[config.mk]
export PLATFORM = sky130hd
export DESIGN_NAME = vector_writeback_seq_flat
export DESIGN_NICKNAME = d
export VERILOG_FILES = /design/src/rtl/vector_writeback_seq_pkg.sv /design/src/rtl/vector_writeback_seq_if.sv /design/src/rtl/vector_writeback_seq_data_memory.sv /design/src/rtl/vector_writeback_seq.sv /design/src/flat_wrapper.sv
export SDC_FILE = /design/constraint.sdc
export NUM_CORES = 2
export LEC_CHECK = 0
export ABC_AREA = 1
export ABC_CLOCK_PERIOD_IN_PS = 12900
export CORE_MARGIN = 2
export CORE_UTILIZATION = 50
export DETAILED_ROUTE_END_ITERATION = 10
export DONT_BUFFER_PORTS = 1
export GPL_TIMING_DRIVEN = 1
export PLACE_DENSITY = 0.64
export SLEW_MARGIN = 30
export SYNTH_ARGS = -nofsm -noshare
export SYNTH_HDL_FRONTEND = slang
export SYNTH_SLANG_ARGS = --single-unit
[constraint.sdc]
create_clock -name clk -period 12.9 [get_ports clk]
set_clock_uncertainty 0.1 [all_clocks]
set_input_delay 3.225 -clock clk [delete_from_list [all_inputs] [get_ports clk]]
set_output_delay 3.225 -clock clk [all_outputs]
set_load 0.1 [all_outputs]
[src/rtl/vector_writeback_seq_pkg.sv]
// ---------------------------------------------------------------------------
// vector_wb_pkg
// Shared types and helpers for the vector writeback sequencer.
//   wb_src_t   : operation select carried with each instruction
//   wb_state_t : sequencer FSM states
//   beat_count : memory beats needed to move one vector
//   beat_width : width of a counter that indexes those beats (min 1 bit)
// ---------------------------------------------------------------------------
package vector_wb_pkg;

    typedef enum logic [1:0] {
        WB_MEM   = 2'd0,
        WB_ALU   = 2'd1,
        WB_IMM   = 2'd2,
        WB_STORE = 2'd3
    } wb_src_t;

    typedef enum logic [1:0] {
        IDLE   = 2'd0,
        ACCESS = 2'd1,
        DRAIN  = 2'd2
    } wb_state_t;

    function automatic int beat_count(input int vec_size, input int mem_ports);
        return vec_size / mem_ports;
    endfunction

    function automatic int beat_width(input int beats);
        return (beats > 1) ? $clog2(beats) : 1;
    endfunction

endpackage

[src/rtl/vector_writeback_seq_if.sv]
// ---------------------------------------------------------------------------
// vector_writeback_seq_if
// Instruction-in / writeback-out bundle of the vector writeback sequencer.
//   master : execute-side driver (offers instructions, observes retire)
//   slave  : the sequencer itself
// Signals: in_valid/in_ready handshake, in_src/in_rd/in_addr/in_imm/in_alu/
// in_store instruction payload, out_valid/wb_en/wb_rd/wb_data retire port.
// ---------------------------------------------------------------------------
interface vector_writeback_seq_if #(
    parameter int VEC_SIZE = 4,
    parameter int REG_SIZE = 16,
    parameter int ADDR_W   = 16,
    parameter int RD_W     = 4
) ();
    import vector_wb_pkg::*;

    logic                               in_valid;
    logic                               in_ready;
    wb_src_t                            in_src;
    logic [RD_W-1:0]                    in_rd;
    logic [ADDR_W-1:0]                  in_addr;
    logic [REG_SIZE-1:0]                in_imm;
    logic [VEC_SIZE-1:0][REG_SIZE-1:0]  in_alu;
    logic [VEC_SIZE-1:0][REG_SIZE-1:0]  in_store;
    logic                               out_valid;
    logic                               wb_en;
    logic [RD_W-1:0]                    wb_rd;
    logic [VEC_SIZE-1:0][REG_SIZE-1:0]  wb_data;

    modport master (
        output in_valid, in_src, in_rd, in_addr, in_imm, in_alu, in_store,
        input  in_ready, out_valid, wb_en, wb_rd, wb_data
    );

    modport slave (
        input  in_valid, in_src, in_rd, in_addr, in_imm, in_alu, in_store,
        output in_ready, out_valid, wb_en, wb_rd, wb_data
    );

endinterface

[src/rtl/vector_writeback_seq_data_memory.sv]
// ---------------------------------------------------------------------------
// vector_data_memory
// MEM_PORTS-lane data RAM, synchronous write and registered read.
//   clk     : clock
//   i_addr  : per-lane element address
//   i_wdata : per-lane write data
//   i_we    : per-lane write enable
//   o_rdata : per-lane read data, valid the cycle after i_addr
// Contents are never reset. A read of an address written on the same edge
// returns the old contents.
// ---------------------------------------------------------------------------
module vector_data_memory #(
    parameter int MEM_PORTS = 2,
    parameter int MEM_DATA  = 8,
    parameter int MEM_DEPTH = 256,
    parameter int AW        = $clog2(MEM_DEPTH)
) (
    input  logic                               clk,
    input  logic [MEM_PORTS-1:0][AW-1:0]       i_addr,
    input  logic [MEM_PORTS-1:0][MEM_DATA-1:0] i_wdata,
    input  logic [MEM_PORTS-1:0]               i_we,
    output logic [MEM_PORTS-1:0][MEM_DATA-1:0] o_rdata
);
    localparam int PW = (MEM_PORTS > 1) ? $clog2(MEM_PORTS) : 1;

    logic [MEM_DATA-1:0]               r_mem [MEM_DEPTH];
    logic [MEM_PORTS-1:0][MEM_DATA-1:0] r_rdata;

    // All lanes share one process so the array has a single writer.
    always_ff @(posedge clk) begin
        for (int p = 0; p < MEM_PORTS; p++) begin
            if (i_we[PW'(p)]) begin
                r_mem[i_addr[PW'(p)]] <= i_wdata[PW'(p)];
            end
            r_rdata[PW'(p)] <= r_mem[i_addr[PW'(p)]];
        end
    end

    assign o_rdata = r_rdata;

endmodule

[src/rtl/vector_writeback_seq.sv]
// ---------------------------------------------------------------------------
// vector_writeback_seq
// Retires one vector instruction at a time: ALU writeback, immediate
// broadcast, vector load or vector store. Memory traffic moves MEM_PORTS
// lanes per beat, so a vector takes VEC_SIZE/MEM_PORTS beats.
//   clk : clock
//   rst : asynchronous active-high reset (memory contents survive)
//   bus : vector_writeback_seq_if.slave (instruction in, retire out)
// Build option: define VECTOR_WB_SIGN_EXT_LOAD_EN to sign-extend loaded
// elements; otherwise they are zero-extended.
// ---------------------------------------------------------------------------
module vector_writeback_seq
    import vector_wb_pkg::*;
#(
    parameter int VEC_SIZE  = 4,
    parameter int REG_SIZE  = 16,
    parameter int MEM_DATA  = 8,
    parameter int MEM_PORTS = 2,
    parameter int MEM_DEPTH = 256,
    parameter int ADDR_W    = 16,
    parameter int RD_W      = 4
) (
    input  logic                  clk,
    input  logic                  rst,
    vector_writeback_seq_if.slave bus
);
    localparam int BEATS  = beat_count(VEC_SIZE, MEM_PORTS);
    localparam int BEAT_W = beat_width(BEATS);
    localparam int MEM_AW = $clog2(MEM_DEPTH);
    localparam logic [BEAT_W-1:0] LAST_BEAT = BEAT_W'(BEATS - 1);

    wb_state_t                          r_state, w_state_next;
    logic [BEAT_W-1:0]                  r_beat;
    logic [MEM_AW-1:0]                  r_addr;
    logic [VEC_SIZE-1:0][MEM_DATA-1:0]  r_store, w_store_shift, w_in_store_lo;
    logic [VEC_SIZE-1:0][REG_SIZE-1:0]  r_buf, w_buf_next, w_imm_vec;
    logic [RD_W-1:0]                    r_rd;
    wb_src_t                            r_src;
    logic                               r_cap_valid;
    logic                               r_out_valid, r_wb_en;
    logic [RD_W-1:0]                    r_wb_rd;
    logic [VEC_SIZE-1:0][REG_SIZE-1:0]  r_wb_data;
    logic                               w_accept, w_last_beat, w_mem_we, w_in_ready;
    logic [MEM_PORTS-1:0][MEM_AW-1:0]   w_mem_addr;
    logic [MEM_PORTS-1:0][MEM_DATA-1:0] w_mem_wdata, w_mem_rdata;
    logic [MEM_PORTS-1:0]               w_mem_we_vec;
    logic [VEC_SIZE-1:0]                w_unused_store_hi;
    logic                               w_unused_addr_hi;

    function automatic logic [REG_SIZE-1:0] extend_elem(input logic [MEM_DATA-1:0] d);
        logic [REG_SIZE-1:0] v;
`ifdef VECTOR_WB_SIGN_EXT_LOAD_EN
        v = {REG_SIZE{d[MEM_DATA-1]}};
`else
        v = '0;
`endif
        v[MEM_DATA-1:0] = d;
        return v;
    endfunction

    // ---------------- FSM ----------------
    always_ff @(posedge clk or posedge rst) begin
        if (rst) r_state <= IDLE;
        else     r_state <= w_state_next;
    end

    always_comb begin
        w_state_next = r_state;
        w_in_ready   = 1'b0;
        w_accept     = 1'b0;
        w_last_beat  = 1'b0;
        w_mem_we     = 1'b0;
        case (r_state)
            IDLE: begin
                w_in_ready = 1'b1;
                w_accept   = bus.in_valid;
                if (bus.in_valid && (bus.in_src == WB_MEM || bus.in_src == WB_STORE))
                    w_state_next = ACCESS;
            end
            ACCESS: begin
                // Leaving ACCESS asynchronously on reset drops the write
                // enable before the edge that would finish the current beat.
                w_mem_we = (r_src == WB_STORE);
                if (r_beat == LAST_BEAT) begin
                    w_last_beat  = 1'b1;
                    w_state_next = (r_src == WB_MEM) ? DRAIN : IDLE;
                end
            end
            DRAIN:   w_state_next = IDLE;
            default: w_state_next = IDLE;
        endcase
    end

    // ---------------- memory lanes ----------------
    // The store vector and load buffer shift by MEM_PORTS lanes per beat, so
    // memory port p always pairs with vector slot p and no lane mux is needed.
    genvar gi;
    generate
        for (gi = 0; gi < MEM_PORTS; gi++) begin : g_port
            assign w_mem_addr[gi]   = r_addr + MEM_AW'(gi);
            assign w_mem_wdata[gi]  = r_store[gi];
            assign w_mem_we_vec[gi] = w_mem_we;
        end

        for (gi = 0; gi < VEC_SIZE; gi++) begin : g_lane
            assign w_in_store_lo[gi] = bus.in_store[gi][MEM_DATA-1:0];
            assign w_imm_vec[gi]     = bus.in_imm;
            if (gi < VEC_SIZE - MEM_PORTS) begin : g_shift
                assign w_store_shift[gi] = r_store[gi+MEM_PORTS];
                assign w_buf_next[gi]    = r_buf[gi+MEM_PORTS];
            end else begin : g_fill
                // Newly read beat enters at the top; after the last capture
                // the first beat has shifted down into lanes 0..MEM_PORTS-1.
                assign w_store_shift[gi] = '0;
                assign w_buf_next[gi]    = extend_elem(w_mem_rdata[gi-(VEC_SIZE-MEM_PORTS)]);
            end
            if (REG_SIZE > MEM_DATA) begin : g_hi
                assign w_unused_store_hi[gi] = ^bus.in_store[gi][REG_SIZE-1:MEM_DATA];
            end else begin : g_nohi
                assign w_unused_store_hi[gi] = 1'b0;
            end
        end

        if (ADDR_W > MEM_AW) begin : g_addr_hi
            assign w_unused_addr_hi = ^bus.in_addr[ADDR_W-1:MEM_AW];
        end else begin : g_addr_nohi
            assign w_unused_addr_hi = 1'b0;
        end
    endgenerate

    vector_data_memory #(
        .MEM_PORTS (MEM_PORTS),
        .MEM_DATA  (MEM_DATA),
        .MEM_DEPTH (MEM_DEPTH),
        .AW        (MEM_AW)
    ) u_mem (
        .clk     (clk),
        .i_addr  (w_mem_addr),
        .i_wdata (w_mem_wdata),
        .i_we    (w_mem_we_vec),
        .o_rdata (w_mem_rdata)
    );

    // ---------------- datapath ----------------
    always_ff @(posedge clk or posedge rst) begin
        if (rst) begin
            r_beat      <= '0;
            r_addr      <= '0;
            r_store     <= '0;
            r_buf       <= '0;
            r_rd        <= '0;
            r_src       <= WB_ALU;
            r_cap_valid <= 1'b0;
            r_out_valid <= 1'b0;
            r_wb_en     <= 1'b0;
            r_wb_rd     <= '0;
            r_wb_data   <= '0;
        end else begin
            r_out_valid <= 1'b0;
            r_wb_en     <= 1'b0;
            // Read data for the beat presented last cycle arrives now.
            r_cap_valid <= (r_state == ACCESS) && (r_src == WB_MEM);
            if (r_cap_valid) r_buf <= w_buf_next;

            case (r_state)
                IDLE: begin
                    if (w_accept) begin
                        case (bus.in_src)
                            WB_ALU: begin
                                r_out_valid <= 1'b1;
                                r_wb_en     <= 1'b1;
                                r_wb_rd     <= bus.in_rd;
                                r_wb_data   <= bus.in_alu;
                            end
                            WB_IMM: begin
                                r_out_valid <= 1'b1;
                                r_wb_en     <= 1'b1;
                                r_wb_rd     <= bus.in_rd;
                                r_wb_data   <= w_imm_vec;
                            end
                            default: begin
                                r_addr  <= bus.in_addr[MEM_AW-1:0];
                                r_store <= w_in_store_lo;
                                r_rd    <= bus.in_rd;
                                r_src   <= bus.in_src;
                                r_beat  <= '0;
                            end
                        endcase
                    end
                end
                ACCESS: begin
                    r_beat  <= w_last_beat ? '0 : r_beat + 1'b1;
                    r_addr  <= r_addr + MEM_AW'(MEM_PORTS);
                    r_store <= w_store_shift;
                    // A store retires without touching the register file.
                    if (w_last_beat && r_src == WB_STORE) r_out_valid <= 1'b1;
                end
                DRAIN: begin
                    r_out_valid <= 1'b1;
                    r_wb_en     <= 1'b1;
                    r_wb_rd     <= r_rd;
                    r_wb_data   <= w_buf_next;
                end
                default: ;
            endcase
        end
    end

    assign bus.in_ready  = w_in_ready;
    assign bus.out_valid = r_out_valid;
    assign bus.wb_en     = r_wb_en;
    assign bus.wb_rd     = r_wb_rd;
    assign bus.wb_data   = r_wb_data;

endmodule

[src/flat_wrapper.sv]
// flat-port wrapper written by rule: the top's interface ports become plain ports
module vector_writeback_seq_flat import vector_wb_pkg::*;
#(
    parameter int VEC_SIZE  = 4,
    parameter int REG_SIZE  = 16,
    parameter int MEM_DATA  = 8,
    parameter int MEM_PORTS = 2,
    parameter int MEM_DEPTH = 256,
    parameter int ADDR_W    = 16,
    parameter int RD_W      = 4
)
  (clk, rst, bus_in_valid, bus_in_src, bus_in_rd, bus_in_addr, bus_in_imm, bus_in_alu, bus_in_store, bus_in_ready, bus_out_valid, bus_wb_en, bus_wb_rd, bus_wb_data);
  vector_writeback_seq_if #(.VEC_SIZE(VEC_SIZE), .REG_SIZE(REG_SIZE), .ADDR_W(ADDR_W), .RD_W(RD_W)) bus_i ();
  input  logic clk;
  input  logic rst;
  input wire logic [$bits(bus_i.in_valid)-1:0] bus_in_valid;
  input wire logic [$bits(bus_i.in_src)-1:0] bus_in_src;
  input wire logic [$bits(bus_i.in_rd)-1:0] bus_in_rd;
  input wire logic [$bits(bus_i.in_addr)-1:0] bus_in_addr;
  input wire logic [$bits(bus_i.in_imm)-1:0] bus_in_imm;
  input wire logic [$bits(bus_i.in_alu)-1:0] bus_in_alu;
  input wire logic [$bits(bus_i.in_store)-1:0] bus_in_store;
  output wire logic [$bits(bus_i.in_ready)-1:0] bus_in_ready;
  output wire logic [$bits(bus_i.out_valid)-1:0] bus_out_valid;
  output wire logic [$bits(bus_i.wb_en)-1:0] bus_wb_en;
  output wire logic [$bits(bus_i.wb_rd)-1:0] bus_wb_rd;
  output wire logic [$bits(bus_i.wb_data)-1:0] bus_wb_data;
  assign bus_i.in_valid = bus_in_valid;
  assign bus_i.in_src = bus_in_src;
  assign bus_i.in_rd = bus_in_rd;
  assign bus_i.in_addr = bus_in_addr;
  assign bus_i.in_imm = bus_in_imm;
  assign bus_i.in_alu = bus_in_alu;
  assign bus_i.in_store = bus_in_store;
  assign bus_in_ready = bus_i.in_ready;
  assign bus_out_valid = bus_i.out_valid;
  assign bus_wb_en = bus_i.wb_en;
  assign bus_wb_rd = bus_i.wb_rd;
  assign bus_wb_data = bus_i.wb_data;
  vector_writeback_seq #(.VEC_SIZE(VEC_SIZE), .REG_SIZE(REG_SIZE), .MEM_DATA(MEM_DATA), .MEM_PORTS(MEM_PORTS), .MEM_DEPTH(MEM_DEPTH), .ADDR_W(ADDR_W), .RD_W(RD_W)) u_core (.clk(clk), .rst(rst), .bus(bus_i));
endmodule
After elaboration in Yosys (flattened, before gate mapping)
Memories as Yosys holds them, arrays and structs flattened. A register that Yosys moved wholly into a read port is not among the register bits.
Cells that the tools add are included.
Cells by class
  reduce and logical (&&, ||, !) cells: 16
  equality and inequality tests: 12
  add/subtract/negate cells: 2
  bitwise operators: 1
  muxes and demuxes: 35
Operators by type and width (count)
  64-bit case mux with 2 select lines: 2
  32-bit two-way mux: 2
  64-bit two-way mux: 1
  32-bit case mux with 2 select lines: 1
  8-bit two-way mux: 4
  8-bit case mux with 2 select lines: 1
  1-bit two-way mux: 14
  3-bit AND reduction: 4
  8-bit by 2-bit adder with 8-bit output (second input constant): 1
  2-bit equality test (second input constant): 4
  4-bit two-way mux: 2
  4-bit case mux with 2 select lines: 1
  8-bit OR reduction (first input constant): 1
  2-bit zero test: 3
  2-bit two-way mux: 3
  2-bit by 1-bit != test with 1-bit output (second input constant): 3
  2-bit by 1-bit equality test with 1-bit output (second input constant): 2
  2-bit != test (second input constant): 2
  1-bit case mux with 2 select lines: 2
  2-bit case mux with 2 select lines: 1
  2-bit nonzero test: 2
  1-bit logical AND: 3
  3-bit != test (second input constant): 1
  1-bit case mux with 3 select lines: 1
  other kinds (5): 5
Storage, ports and cells
  output and inout port bits: 71
  memories kept: 1
  word-level logic and storage cells: 85
  flip-flop bits (word level): 128
  bits in writable memories: 2048
  input port bits: 169
Memory list
  u_core.u_mem.r_mem: words 256, width 8, read ports 1, clocked after Yosys merged registers in 1, wr ports 1, line vector_writeback_seq_data_memory.sv:26  | logic [MEM_DATA-1:0] r_mem [MEM_DEPTH];

Longest topological paths before layout
  depth in word-level cells: 5
  depth in mapped cells: 15

Modules after synthesis
From an unflattened synthesis, not the netlist that was laid out.
Second synthesis, totals
  cell total of the unflattened synthesis: 8905
  area, all modules: 91540.3 sq um
Modules (own cells, without submodules)
  vector_data_memory: sequential area each 61659.1 sq um, area an instance 84920.2 sq um, cells an instance 8030, times used 1
  vector_writeback_seq: sequential area each 3404.5 sq um, area an instance 6620.1 sq um, cells an instance 875, times used 1

Worst setup path after synthesis
OpenSTA, ideal clock, no wires.
  path kind: reg-to-output
  from: register u_core.r_state[1]
  to: output bus_in_ready
  stages on the path, launching flop included: 4
  slack: 7934 ps
  arrival time: 1641 ps
  required time: 9575 ps
  path through: dfrtp_1 -> clkbuf_1 -> nor2_1 -> clkbuf_1
Between the ends
  word-level cells in the longest chain between the ends: 2
RTL lines
  start: declaration: line vector_writeback_seq.sv:32  | wb_state_t r_state, w_state_next;
  start signal: assignment: line vector_writeback_seq.sv:64  | else r_state <= w_state_next;
  2-bit zero test: line vector_writeback_seq.sv:73  | case (r_state)
  1-bit two-way mux: line vector_writeback_seq.sv:73
  end: declaration: line flat_wrapper.sv:23  | output wire logic [$bits(bus_i.in_ready)-1:0] bus_in_ready;
No other way between the ends.

Final worst setup path
  from: register u_core.r_state[0]
  to: memory u_core.u_mem.r_mem[229][1], enable pin
Between the ends
  word-level cells in the longest chain between the ends: 5
RTL lines
  2-bit by 1-bit equality test with 1-bit output: line vector_writeback_seq.sv:73
  1-bit two-way mux: line vector_writeback_seq.sv:73
  1-bit two-way mux: line vector_writeback_seq_data_memory.sv:32  | if (i_we[PW'(p)]) begin
  1-bit two-way mux (not written as such): line vector_writeback_seq_data_memory.sv:33  | r_mem[i_addr[PW'(p)]] <= i_wdata[PW'(p)];
  1-bit two-way mux (no source line)
  end: declaration: line vector_writeback_seq_data_memory.sv:26
No other way between the ends. The select of a mux whose other input is x is not followed.

==> metrics.yaml <==
yosys:
  ys_ff_latch: 2168
  syn_area_per_cell_um2: 10.42
  ys_types: 29
  synth_largest_area_cell: "edfxtp_1"
  ys_seq_area_share_pct: 71.58
  ys_top_cells_by_area: "edfxtp_1, nand2_1, dfrtp_1"
  ys.warnings.count: 8
  syn_nets: 8817
  synth_top_area_share_pct: 68.29
  synth_area_um2: 90060
  syn_inst: 8646
clock_tree:
  htree_levels: 4
  cts_hold_buf: 0
  postCtsSetupRepairBufs: 0
  cts-resized-gates: 0
  cts_tree: "yes"
  cts_buffer_depth: 3
  clock-root-buffer: "clkbuf_16"
  clock-sinks: 2168
  clkSlewWorstSetupHoldPaths_ps: 60
  numCtsBuffers: 214
  clock_latency_ps: 850
worst_setup_path:
  max_stage_delay_ps: 1030
  crit_arrival_ps: 6300
  critPathLaunchType: "flop"
  crit_required_ps: 13240
  crit_buf_inv: 3
  crit_chain: "inv_2 -> nor2_2 -> inv_1 -> nor2_4 -> nand3_2 -> buf_4 -> nor2_1"
  ff2ff_path_depth: 7
  timing.rr.end: "u_core.u_mem.r_mem[229][1]"
  worstSetupStartpoint: "u_core.r_state[0]"
  endpoint: "u_core.u_mem.r_mem[229][1]"
  end_kind: "flop"
  path_depth: 7
  r2r_start: "u_core.r_state[0]"
  reg2reg_slack_ps: 6940
  crit_fanout: 26
  critPathSlowestCell: "nand3_2"
  path_delay_family: "simple AND/OR/NAND/NOR gates"
  crit_type: "reg -> reg"
sta:
  rsz0062_at_grt: "false"
  post-route-period-util_pct: 46.21
  timing.final.crit_period_ps: 5961
  fin_setup_tns_ps: 0
  setup_viol: 0
  slew_headroom_pct: 28.55
  maxSlewViolCount: 0
  hold_viol: 0
  worst_slew_pin_slew_ps: 1071
  max_freq_mhz: 167.8
placed_design:
  gp_congestion: 0.8984
  place_hpwl_um: 131200
  port_buffers: 0
die:
  die_area_um2: 183500
  die_h_um: 428.4
  core_area_um2: 178600
  io_pins: 240
  fp.dieW_um: 428.4
  rows: 155
  start_util_pct: 50.42
power_and_ir_drop:
  power.density_nw_per_um2: 235.2
  power_uw: 23210
  p_leak_uw: 0.03931
  peakVddDrop_v: 0.0002233
routing:
  viasPerCell: 5.418
  drt_first_pass_iters: 5
  ant_nets: 0
  wl_per_cell_um: 21.34
  post-route-drc-count: 0
  drt-total-wl_um: 235200
  vias: 59720
  drt_iter0_markers: 6314
grt:
  grt_max_degree: 166
  antenna_found_initial: 13
  first_global_vias: 56650
  overflow: 0
  grt.total_usage_pct: 25.26
  grt_pass1_wl_um: 352400
cells_and_area:
  nets: 8657
  drive_above_1_share_pct: 5.092
  syn2layout_area_growth_pct: 9.570
min_path:
  hp-class: "reg -> reg"
flow_run:
  maxCapViolations: 0
outcome:
  outcome: "completed"
-- flip-flops by register name, summed over array words and instances, names as in the netlist --
name / count
u_core.r_beat: 1
u_core.bus.out_valid: 1
u_core.r_state: 2
u_core.bus.wb_en: 1
u_core.u_mem.r_mem: 2048
u_core.bus.wb_data: 64
u_core.r_src: 2
u_core.r_store: 16
u_core.bus.wb_rd: 4
u_core.r_rd: 4
u_core.r_cap_valid: 1
u_core.u_mem.o_rdata: 8
u_core.r_buf: 8
u_core.r_addr: 8
-- cells in the final DEF (no fill, tap or decap), types with 2 or more instances in the layout --
master / n
nand2_1: 4878
nor3_1: 2
diode_2: 9
buf_6: 8
nand3_2: 11
clkbuf_1: 50
dfrtp_2: 5
dfrtp_1: 96
clkbuf_16: 215
dfxtp_1: 8
clkinv_2: 37
buf_4: 77
o21ai_0: 219
nor2_1: 371
clkinv_1: 57
buf_12: 7
edfxtp_1: 2048
clkinv_16: 2
nor2_2: 4
a22oi_1: 2
a21oi_1: 38
mux2_2: 13
clkbuf_8: 6
inv_6: 4
a31oi_1: 30
inv_8: 2
o22ai_1: 3
inv_1: 81
clkinv_8: 8
nor2_4: 8
nand3_1: 309
dfrtp_4: 10
inv_4: 2
nand3_4: 5
o21ai_1: 22
bufinv_16: 12
-- cells in the mapped netlist --
master,n
a21oi_1,38
a22o_1,1
a22oi_1,2
a31oi_1,30
and3_1,1
buf_1,33
buf_2,185
buf_4,3
clkbuf_1,247
dfrtp_1,111
dfstp_2,1
dfxtp_1,8
edfxtp_1,2048
ha_1,2
inv_1,83
inv_2,4
mux2_2,13
nand2_1,4880
nand3_1,316
nand3_2,9
nand3b_1,1
nor2_1,381
nor2_2,1
nor2_4,1
nor3_1,2
o21ai_0,219
o21ai_1,22
o22ai_1,3
o32ai_1,1
-- how the worst min path moves through the flow --
stage | start | endpoint | slack, ps | cells past startpoint
floorplan | u_core.r_src[1] | u_core.r_cap_valid | 330 | 1
global placement | u_core.r_src[1] | u_core.r_cap_valid | 370 | 1
detailed placement | u_core.r_src[1] | u_core.r_cap_valid | 370 | 1
CTS | u_core.r_src[1] | u_core.r_cap_valid | 380 | 1
global route | u_core.r_src[1] | u_core.r_cap_valid | 400 | 1
finish | u_core.r_src[1] | u_core.r_cap_valid | 380 | 1
-- area by class of cell --
cell class | instances | area [um^2]
clock buffer | 271 | 5650
inverter | 87 | 351.6
multi-input combinational | 5923 | 23410
antenna | 9 | 22.52
sequential | 2168 | 64510
tap | 2355 | 2947
timing repair buffer | 92 | 808.3
fill | 15020 | 79940
clock inverter | 119 | 975.9
-- per-layer routing --
metal	global-route usage [%]	vias up	wire length (um)
li1	-	28160	-
met1	35.37	28710	98350
met2	39.90	2466	109600
met3	4.436	374	20010
met4	9.080	6	7215
met5	0	-	39
-- where the power goes --
group / switching [uW] / leakage, uW / internal, uW / total, uW
combinational: 5600 / 0.0162 / 1580 / 7180
sequential: 1170 / 0.0198 / 8910 / 10100
clock: 2630 / 0.00325 / 3320 / 5950
-- metrics by stage --
| stage | cells | hold slack (ps) | setup WS [ps] | utilization (%) | instance area, um^2 |
|---|---|---|---|---|---|
| floorplan | 8646 | 333.3 | 6618 | - | 90060 |
| global route | 11020 | 397.7 | 6920 | 55.24 | 98670 |
| global placement | 10620 | 365.5 | 6885 | 51.47 | 91930 |
| CTS | 11010 | 381.5 | 7155 | 55.19 | 98580 |
| finish | 11020 | 377.1 | 6939 | 55.24 | 98670 |
| detailed placement | 10620 | 366.9 | 7183 | 51.48 | 91960 |
-- worst reg2reg max path, stage by stage, from the launching register on --
cell and delay, ps:
dfrtp_1 680, inv_2 400, nor2_2 690, inv_1 600, nor2_4 800, nand3_2 1070
buf_4 570, nor2_1 640
-- cell families after synthesis --
| family | count (synthesis) | synth area share [%] |
|---|---|---|
| and+or+nand+nor | 5592 | 23.83 |
| AOI/OAI and AO/OA | 316 | 1.816 |
| adders and majority gates | 2 | 0.02778 |
| DFF | 2168 | 71.58 |
| buffers and inverters | 555 | 2.583 |
| muxes | 13 | 0.1626 |
(Power assumes the default switching activity.)
